### src/rtl/i2c_pkg.sv
// Shared definitions for the byte-level I2C master: command codes, FSM states
// and the quarter-phase bookkeeping used by every bit on the bus.
package i2c_pkg;

    typedef enum logic [1:0] {
        CMD_START = 2'd0,
        CMD_STOP  = 2'd1,
        CMD_WRITE = 2'd2,
        CMD_READ  = 2'd3
    } cmd_e;

    typedef enum logic [2:0] {
        ST_IDLE   = 3'd0,
        ST_START  = 3'd1,
        ST_STOP   = 3'd2,
        ST_DATA   = 3'd3,
        ST_ACKBIT = 3'd4,
        ST_DONE   = 3'd5
    } state_e;

    localparam int unsigned NUM_QUARTERS = 4;

    typedef logic [1:0] quarter_t;

    function automatic logic quarter_is_last(input quarter_t q);
        return q == quarter_t'(NUM_QUARTERS - 1);
    endfunction

endpackage

### src/rtl/i2c_phase_timer.sv
// Quarter-phase tick generator: one tick every CLK_DIV clocks while enabled.
// The hold input freezes the count so a slave can stretch a quarter.
module i2c_phase_timer #(
    parameter int CLK_DIV = 4
) (
    input  logic clk,
    input  logic reset,
    input  logic en,
    input  logic hold,
    output logic tick
);

    localparam int CNT_W = $clog2(CLK_DIV) + 1;
    localparam logic [CNT_W-1:0] LAST = CNT_W'(CLK_DIV - 1);

    logic [CNT_W-1:0] cnt_q;
    logic [CNT_W-1:0] cnt_d;

    always_comb begin
        tick  = en && !hold && (cnt_q == LAST);
        cnt_d = cnt_q;
        if (!en || tick) begin
            cnt_d = '0;
        end else if (!hold) begin
            cnt_d = cnt_q + CNT_W'(1);
        end
    end

    always_ff @(posedge clk or posedge reset) begin
        if (reset) begin
            cnt_q <= '0;
        end else begin
            cnt_q <= cnt_d;
        end
    end

endmodule

### src/rtl/i2c_byte_master.sv
// Byte-level I2C master executing START/STOP/WRITE/READ commands with
// quarter-bit SCL/SDA timing. Define I2C_CLOCK_STRETCH_EN to honour slave clock stretching.
module i2c_byte_master
    import i2c_pkg::*;
#(
    parameter int CLK_DIV = 4
) (
    input  logic       clk,
    input  logic       reset,
    input  logic       cmd_valid,
    output logic       cmd_ready,
    input  logic [1:0] cmd,
    input  logic [7:0] wr_data,
    input  logic       rd_ack,
    output logic       done,
    output logic [7:0] rd_data,
    output logic       ack_error,
    output logic       scl,
    input  logic       scl_in,
    output logic       sda_oe,
    input  logic       sda_in
);

    state_e     state_q, state_d;
    quarter_t   quarter_q, quarter_d;
    logic [2:0] bit_q, bit_d;
    cmd_e       cmd_q, cmd_d;
    logic [7:0] rd_data_q, rd_data_d;
    logic       ack_error_q, ack_error_d;
    logic       park_scl_q, park_scl_d;
    logic       park_sda_q, park_sda_d;

    logic [7:0] wdata_q, wdata_d;
    logic       rd_ack_q, rd_ack_d;
    logic [7:0] shift_q, shift_d;
    logic       ack_samp_q, ack_samp_d;

    logic       tick;
    logic       hold;
    logic       timer_en;

    assign timer_en = (state_q == ST_START) || (state_q == ST_STOP) ||
                      (state_q == ST_DATA)  || (state_q == ST_ACKBIT);

`ifdef I2C_CLOCK_STRETCH_EN
    // A slave holding SCL low while we release it freezes the current quarter.
    assign hold = scl && !scl_in;
`else
    logic unused_scl_in;
    assign unused_scl_in = scl_in;
    assign hold          = 1'b0;
`endif

    i2c_phase_timer #(
        .CLK_DIV (CLK_DIV)
    ) u_timer (
        .clk   (clk),
        .reset (reset),
        .en    (timer_en),
        .hold  (hold),
        .tick  (tick)
    );

    always_ff @(posedge clk or posedge reset) begin
        if (reset) begin
            state_q     <= ST_IDLE;
            quarter_q   <= '0;
            bit_q       <= '0;
            cmd_q       <= CMD_START;
            rd_data_q   <= '0;
            ack_error_q <= 1'b0;
            park_scl_q  <= 1'b1;
            park_sda_q  <= 1'b0;
        end else begin
            state_q     <= state_d;
            quarter_q   <= quarter_d;
            bit_q       <= bit_d;
            cmd_q       <= cmd_d;
            rd_data_q   <= rd_data_d;
            ack_error_q <= ack_error_d;
            park_scl_q  <= park_scl_d;
            park_sda_q  <= park_sda_d;
        end
    end

    always_ff @(posedge clk) begin
        wdata_q    <= wdata_d;
        rd_ack_q   <= rd_ack_d;
        shift_q    <= shift_d;
        ack_samp_q <= ack_samp_d;
    end

    always_comb begin
        state_d     = state_q;
        quarter_d   = quarter_q;
        bit_d       = bit_q;
        cmd_d       = cmd_q;
        rd_data_d   = rd_data_q;
        ack_error_d = ack_error_q;
        park_scl_d  = park_scl_q;
        park_sda_d  = park_sda_q;
        wdata_d     = wdata_q;
        rd_ack_d    = rd_ack_q;
        shift_d     = shift_q;
        ack_samp_d  = ack_samp_q;

        unique case (state_q)
            ST_IDLE: begin
                if (cmd_valid) begin
                    cmd_d     = cmd_e'(cmd);
                    wdata_d   = wr_data;
                    rd_ack_d  = rd_ack;
                    quarter_d = '0;
                    bit_d     = 3'd7;
                    unique case (cmd_e'(cmd))
                        CMD_START: state_d = ST_START;
                        CMD_STOP:  state_d = ST_STOP;
                        default:   state_d = ST_DATA;
                    endcase
                end
            end
            ST_START, ST_STOP: begin
                if (tick) begin
                    quarter_d = quarter_q + 2'd1;
                    if (quarter_is_last(quarter_q)) begin
                        state_d    = ST_DONE;
                        // Remember the final quarter so the bus holds it while idle.
                        park_scl_d = (state_q == ST_STOP);
                        park_sda_d = (state_q == ST_START);
                    end
                end
            end
            ST_DATA: begin
                if (tick) begin
                    quarter_d = quarter_q + 2'd1;
                    if (quarter_q == 2'd2 && cmd_q == CMD_READ) begin
                        shift_d = {shift_q[6:0], sda_in};
                    end
                    if (quarter_is_last(quarter_q)) begin
                        if (bit_q == 3'd0) begin
                            state_d = ST_ACKBIT;
                        end else begin
                            bit_d = bit_q - 3'd1;
                        end
                    end
                end
            end
            ST_ACKBIT: begin
                if (tick) begin
                    quarter_d = quarter_q + 2'd1;
                    if (quarter_q == 2'd2) begin
                        ack_samp_d = sda_in;
                    end
                    if (quarter_is_last(quarter_q)) begin
                        state_d    = ST_DONE;
                        park_scl_d = 1'b0;
                        park_sda_d = 1'b0;
                        // Results become visible together with the done pulse.
                        if (cmd_q == CMD_WRITE) begin
                            ack_error_d = ack_samp_q;
                        end else begin
                            rd_data_d = shift_q;
                        end
                    end
                end
            end
            ST_DONE: begin
                state_d = ST_IDLE;
            end
            default: begin
                state_d = ST_IDLE;
            end
        endcase
    end

    always_comb begin
        cmd_ready = (state_q == ST_IDLE);
        done      = (state_q == ST_DONE);
        rd_data   = rd_data_q;
        ack_error = ack_error_q;
        scl       = park_scl_q;
        sda_oe    = park_sda_q;

        unique case (state_q)
            ST_START: begin
                unique case (quarter_q)
                    2'd0:    begin scl = 1'b0; sda_oe = 1'b0; end
                    2'd1:    begin scl = 1'b1; sda_oe = 1'b0; end
                    2'd2:    begin scl = 1'b1; sda_oe = 1'b1; end
                    default: begin scl = 1'b0; sda_oe = 1'b1; end
                endcase
            end
            ST_STOP: begin
                unique case (quarter_q)
                    2'd0:    begin scl = 1'b0; sda_oe = 1'b1; end
                    2'd1:    begin scl = 1'b1; sda_oe = 1'b1; end
                    default: begin scl = 1'b1; sda_oe = 1'b0; end
                endcase
            end
            ST_DATA: begin
                scl    = (quarter_q == 2'd1) || (quarter_q == 2'd2);
                sda_oe = (cmd_q == CMD_WRITE) ? !wdata_q[bit_q] : 1'b0;
            end
            ST_ACKBIT: begin
                scl    = (quarter_q == 2'd1) || (quarter_q == 2'd2);
                sda_oe = (cmd_q == CMD_WRITE) ? 1'b0 : rd_ack_q;
            end
            default: begin
            end
        endcase
    end

endmodule

### config.mk
export PLATFORM = sky130hd
export DESIGN_NAME = i2c_byte_master
export DESIGN_NICKNAME = d
export VERILOG_FILES = /design/src/rtl/i2c_pkg.sv /design/src/rtl/i2c_phase_timer.sv /design/src/rtl/i2c_byte_master.sv
export SDC_FILE = /design/constraint.sdc
export NUM_CORES = 1
export LEC_CHECK = 0
export BUFFER_PORTS_ARGS = -buffer_cell sky130_fd_sc_hd__clkbuf_2
export CORE_UTILIZATION = 50
export CTS_BUF_LIST = sky130_fd_sc_hd__clkbuf_16
export DETAILED_ROUTE_END_ITERATION = 7
export PLACE_DENSITY = 0.71
export SLEW_MARGIN = 20
export SYNTH_ARGS = -nofsm -noshare
export SYNTH_HDL_FRONTEND = slang
export SYNTH_SLANG_ARGS = --single-unit
### constraint.sdc
create_clock -name clk -period 2.47 [get_ports clk]
set_input_delay 0.494 -clock clk [delete_from_list [all_inputs] [get_ports clk]]
set_output_delay 0.494 -clock clk [all_outputs]
set_load 0.01 [all_outputs]
* Yosys cells after proc, flatten, opt, wreduce, memory -nomap -nowiden
Cells that the tools add are included.
** Storage, ports and cells
- Bits in registers :: 42
- Latch bits :: 0
- RAM bits :: 0
- ROM bits :: 0
- Bits of input ports :: 16
- Output and inout bits :: 13
- Word-level logic and storage cells :: 108
- Memories kept :: 0
** Cells by class
- $add $sub $neg :: 3
- Multiply operators :: 0
- Divide/modulo/power cells :: 0
- Magnitude comparators :: 1
- Equality and inequality tests :: 24
- Shift-type cells :: 0
- Mux-type cells :: 35
- Bitwise logic cells :: 1
- Reductions and logical operators :: 31
** Operator list (count)
- 3-bit two-way mux :: 11
- 1-bit two-way mux :: 13
- 2-bit by 1-bit inequality test with 1-bit output, second input constant :: 6
- 2-bit inequality test, second input constant :: 6
- 5-bit AND reduction :: 2
- 3-bit by 2-bit == test with 1-bit output, second input constant :: 3
- 3-bit one-hot mux with 3 select lines :: 1
- 3-bit AND reduction :: 3
- 2-bit == test, second input constant :: 4
- 2-bit one-hot mux with 2 select lines :: 2
- 4-bit AND reduction :: 2
- 2-bit OR reduction :: 4
- 3-bit == test, second input constant :: 2
- 3-bit logical NOT :: 2
- 3-bit one-hot mux with 2 select lines :: 1
- 6-bit AND reduction :: 1
- 2-bit nonzero test :: 3
- 1-bit logical OR :: 5
- 2-bit by 1-bit == test with 1-bit output, second input constant :: 2
- 2-bit logical NOT :: 2
- 3-bit by 4-bit less-than comparator with 1-bit output, second input constant :: 1
- 2-bit two-way mux :: 2
- 1-bit one-hot mux with 2 select lines :: 2
- 1-bit one-hot mux with 4 select lines :: 1
- 12 further kinds :: 14

* Depth between registers and ports, before layout
- Word-level depth :: 7
- Depth in mapped cells :: 7
- Depth with buffers taken out :: 6

* Hierarchy
Synthesis repeated with hierarchy kept, for this count alone.
** Second synthesis, totals
- Cell total of the unflattened synthesis :: 176
- Area total of the unflattened synthesis :: 2085.8 um^2
** By module, submodules not included
- i2c_byte_master :: instances 1, cells an instance 159, area an instance 1920.6 um^2, sequential area each 1067.3 um^2
- i2c_phase_timer :: instances 1, cells an instance 17, area an instance 165.2 um^2, sequential area each 75.1 um^2

* Worst setup path after synthesis
No wires, ideal clock.
- Path kind :: register to register
- From :: reg u_timer.cnt_q[0]
- To :: reg shift_q[0], enable pin
- Arrival time :: 1877 ps
- Required time :: 2075 ps
- Setup slack :: 198 ps
- Stages on the path, launching flop included :: 6
- Period minus slack after synthesis :: 2272 ps
- Path through :: dfrtp_1 > ha_1 > ha_1 > clkbuf_1 > nand2_1 > nor4_1
** On the way
- Cells in the longest elaborated chain, start to end :: 3
** RTL lines
- start: declaration :: RTL line i2c_phase_timer.sv:16 : logic [CNT_W-1:0] cnt_q;
- start signal: assignment :: RTL line i2c_phase_timer.sv:33 : cnt_q <= cnt_d;
- 3-bit by 2-bit == test with 1-bit output :: RTL line i2c_phase_timer.sv:20 : tick = en && !hold && (cnt_q == LAST);
- 1-bit logical AND :: RTL line i2c_phase_timer.sv:20
- 3-bit AND reduction (no source line)
- end signal: assignment :: RTL line i2c_byte_master.sv:89 : shift_q <= shift_d;
- end: declaration :: RTL line i2c_byte_master.sv:35 : logic [7:0] shift_q, shift_d;
No other way between the ends.
A chain may end at the register's enable or synchronous reset.

* Worst setup path after layout
- From :: reg state_q[2]
- To :: out sda_oe
** On the way
- Cells in the longest elaborated chain, start to end :: 2
- Elaborated cells between the ends (all ways) :: 5
- Those cells by class :: 4 x eq/ne; 1 x mux
** RTL lines
- start: declaration :: RTL line i2c_byte_master.sv:24 : state_e state_q, state_d;
- start signal: assignment :: RTL line i2c_byte_master.sv:75 : state_q <= state_d;
- 3-bit == test, or another cell as far along :: RTL line i2c_byte_master.sv:184 : unique case (state_q)
- 1-bit one-hot mux with 4 select lines * :: RTL line i2c_byte_master.sv:184
- end: declaration :: RTL line i2c_byte_master.sv:20 : output logic sda_oe,
Mark *: on every way between the ends. The rest lies on a longest branch, timed or not.

==> flow_metrics.py <==
metrics = {
    "run_status": {
        "status": "finished, final reports clean",
    },
    "yosys": {
        "syn_inst": 169,
        "synth_top_area_share_pct": 28.0,
        "synth_cell_type_count": 45,
        "synth_seq_cells": 42,
        "synth_top_cell_by_area": "dfrtp_1",
        "syn_avg_cell_area_sq_um": 12.2,
        "netlist_area_sq_um": 2050,
        "ys.flop_type": "dfrtp_1",
        "syn-num-nets": 193,
        "synth-async-reset-ratio_pct": 57.1,
        "yosys_warnings": 0,
        "synth_edf_count": 18,
        "synth-seq-area-share_pct": 55.6,
        "synth.area.top_cells": "dfrtp_1 (28%), edfxtp_1 (26%), mux2_2 (6.0%)",
    },
    "job": {
        "max_cap_viol_count": 0,
    },
    "routing": {
        "routedWlPerCell_um": 16.0,
        "antenna_left": 0,
        "drc_errors": 0,
        "via_per_inst": 5.71,
        "routed_wl_mm": 3.96,
        "drtPass1Iterations": 4,
        "vias": 1416,
        "drtIter0Drc": 122,
    },
    "clock_network": {
        "cts-hold-fix-buffers": 0,
        "cts_tree": "yes",
        "cts_made_buffers": 5,
        "cts_max_level": 2,
        "cts_resized": 0,
        "cts_setup_buffers": 0,
        "cts.clk_slew.worst_paths_ns": 0.06,
        "cts_max_path_buffers": 2,
        "cts-root-buf": "clkbuf_16",
        "worstSkewPairLatency_ns": 0.28,
        "cts_sinks": 42,
    },
    "worst_setup_path": {
        "endpoint_kind": "output port",
        "rrSetupSlack_ns": 0.62,
        "required_ns": 1.98,
        "crit_fanout": 11,
        "critical_path_class": "reg2out",
        "start_kind": "register",
        "cp.arrival_ns": 1.91,
    },
    "global_routing": {
        "grt_pass1_vias": 1398,
        "grt-ovfl-total": 0,
        "grt_max_degree": 25,
        "grt_antenna_before_repair": 0,
        "grt_first_pass_wirelength_mm": 6.66,
        "track_usage_pct": 21.1,
    },
    "floorplanning": {
        "start_util_pct": 54.1,
        "rows": 22,
        "die_y_um": 66.1,
        "fp.dieArea_sq_um": 4370,
        "ios": 29,
        "core_area_sq_um": 3800,
        "chipWidth_um": 66.1,
    },
    "placed_design": {
        "dp_hpwl_mm": 2.85,
        "pre_cts_slack_ns": 0.368,
        "io_buffers": 27,
        "gp_congestion": 0.868,
    },
    "timing": {
        "post-route-period-util_pct": 97.3,
        "worst_slew_pin_slew_ns": 0.357,
        "period_needed_ns": 2.40,
        "clock.fmax_mhz": 416,
        "fin_skew_ns": 0.00514,
        "setup_tns_ns": 0,
        "grt_setup_unrepaired": "no",
        "relSlewSlack_pct": 75.9,
        "slew_violations": 0,
        "setup_viol": 0,
        "finalHoldViolations": 0,
        "fin_ws_ns": 0.0663,
    },
    "cells_and_area": {
        "drive_gt1_share_pct": 32.5,
        "area_growth_pct": 16.4,
        "nFillCells": 297,
        "fin_nets": 223,
        "antenna_cells": 0,
    },
    "min_path": {
        "min_path_type": "in2async",
    },
    "power": {
        "p_leak_nw": 1.05,
        "power.total_w": 0.00228,
        "peakVddDrop_v": 0.000651,
        "power_density_nw_per_um2": 955,
    },
}
cell usage after synthesis, drive strengths merged, types with 5 or more instances:
cell    number
o21ai        5
nand2       15
ha           8
buf          7
edfxtp      18
inv          9
nor3         6
nor2         6
dfrtp       23
a21oi       13
mux2        11
cells by family (layout without fill, tap and decap cells):
group	Yosys count	count (layout)	share of synthesized area, %
AOI/OAI and AO/OA	35	35	12.2
buffers and inverters	19	50	4.63
muxes	15	15	9.20
and+or+nand+nor	50	50	13.5
adders and majority gates	8	8	4.87
DFF	42	42	55.6
through the flow:
step                      hold slack [ns]  util, %  instances  instance area, sq um
final                               0.237     63.0        248                  2390
after global routing                0.269     63.0        248                  2390
after CTS                           0.250     62.6        248                  2380
after detailed placement            0.441     58.8        240                  2230
after global placement              0.427     58.8        240                  2230
after floorplan                     0.418        -        169                  2050
path summary, 6_finish.rpt:
kind | startpoint | endpoint | cells after the start
worst max-delay path | state_q[2] | sda_oe | 5
worst min-delay path | reset | state_q[1] | 3
worst max register to register | quarter_q[0] | rd_data[5] | 4
worst min register to register | u_timer.cnt_q[0] | u_timer.cnt_q[0] | 1
max in group asynchronous | reset | park_scl_q | 3
min in group clk | wr_data[4] | wdata_q[4] | 1
power breakdown:
| part | switching (W) | total [W] | internal, W |
|---|---|---|---|
| sequential | 0.0000812 | 0.000915 | 0.000834 |
| combinational | 0.000419 | 0.000731 | 0.000312 |
| clock | 0.000264 | 0.000638 | 0.000374 |
cell type report:
class / count / area (sq um) / share of cell area, %
tap: 48 / 60.1 / 2.51
clock buffer: 5 / 125 / 5.23
inverter: 9 / 33.8 / 1.41
timing repair buffer: 33 / 180 / 7.53
clock inverter: 3 / 20.0 / 0.837
multi-input combinational: 108 / 831 / 34.7
sequential: 42 / 1140 / 47.8
worst max-delay path: stages (launching register included):
cell and delay [ns]:
dfrtp_1 0.53, or3b_4 0.45, a21oi_1 0.21, nor4_1 0.10, a31o_2 0.22, clkbuf_2 0.12
layout by cell type, fill, tap and decap left out, types with 2 or more instances in the layout:
cell type | synthesis | layout
clkbuf_2 | 0 | 27
dfrtp_1 | 23 | 23
edfxtp_1 | 18 | 18
nand2_1 | 15 | 15
a21oi_1 | 13 | 13
mux2_2 | 11 | 11
inv_1 | 8 | 8
ha_1 | 8 | 8
buf_4 | 1 | 6
nor2_1 | 6 | 5
o21ai_0 | 5 | 5
nor3_1 | 5 | 5
clkbuf_16 | 0 | 5
nand2b_1 | 3 | 3
nor2b_1 | 3 | 3
and2_1 | 2 | 2
or3b_4 | 2 | 2
a211oi_1 | 2 | 2
o31ai_1 | 2 | 2
nand3_1 | 2 | 2
nor3b_1 | 2 | 2
mux4_2 | 2 | 2
nor4_1 | 3 | 2
a2bb2oi_1 | 2 | 2
mux2i_1 | 2 | 2
flip-flops by register name, indices dropped and copies added (netlist names):
| name | flops |
|---|---|
| quarter_q | 2 |
| park_scl_q | 1 |
| ack_error | 1 |
| rd_ack_q | 1 |
| ack_samp_q | 1 |
| park_sda_q | 1 |
| bit_q | 3 |
| wdata_q | 8 |
| rd_data | 8 |
| shift_q | 8 |
| state_q | 3 |
| cmd_q | 2 |
| u_timer.cnt_q | 3 |
per-layer routing:
layer  wire (um)  global-route usage, %  share of wire (%)  up-vias
met5           0                      0                  0        -
met4          51                   5.85                1.3        0
met3         164                   5.00                4.1        6
met2        2000                   36.0                 51       40
met1        1740                   26.7                 44      696
li1            -                      -                  -      674
No activity file was read; power rests on OpenSTA's default activity.
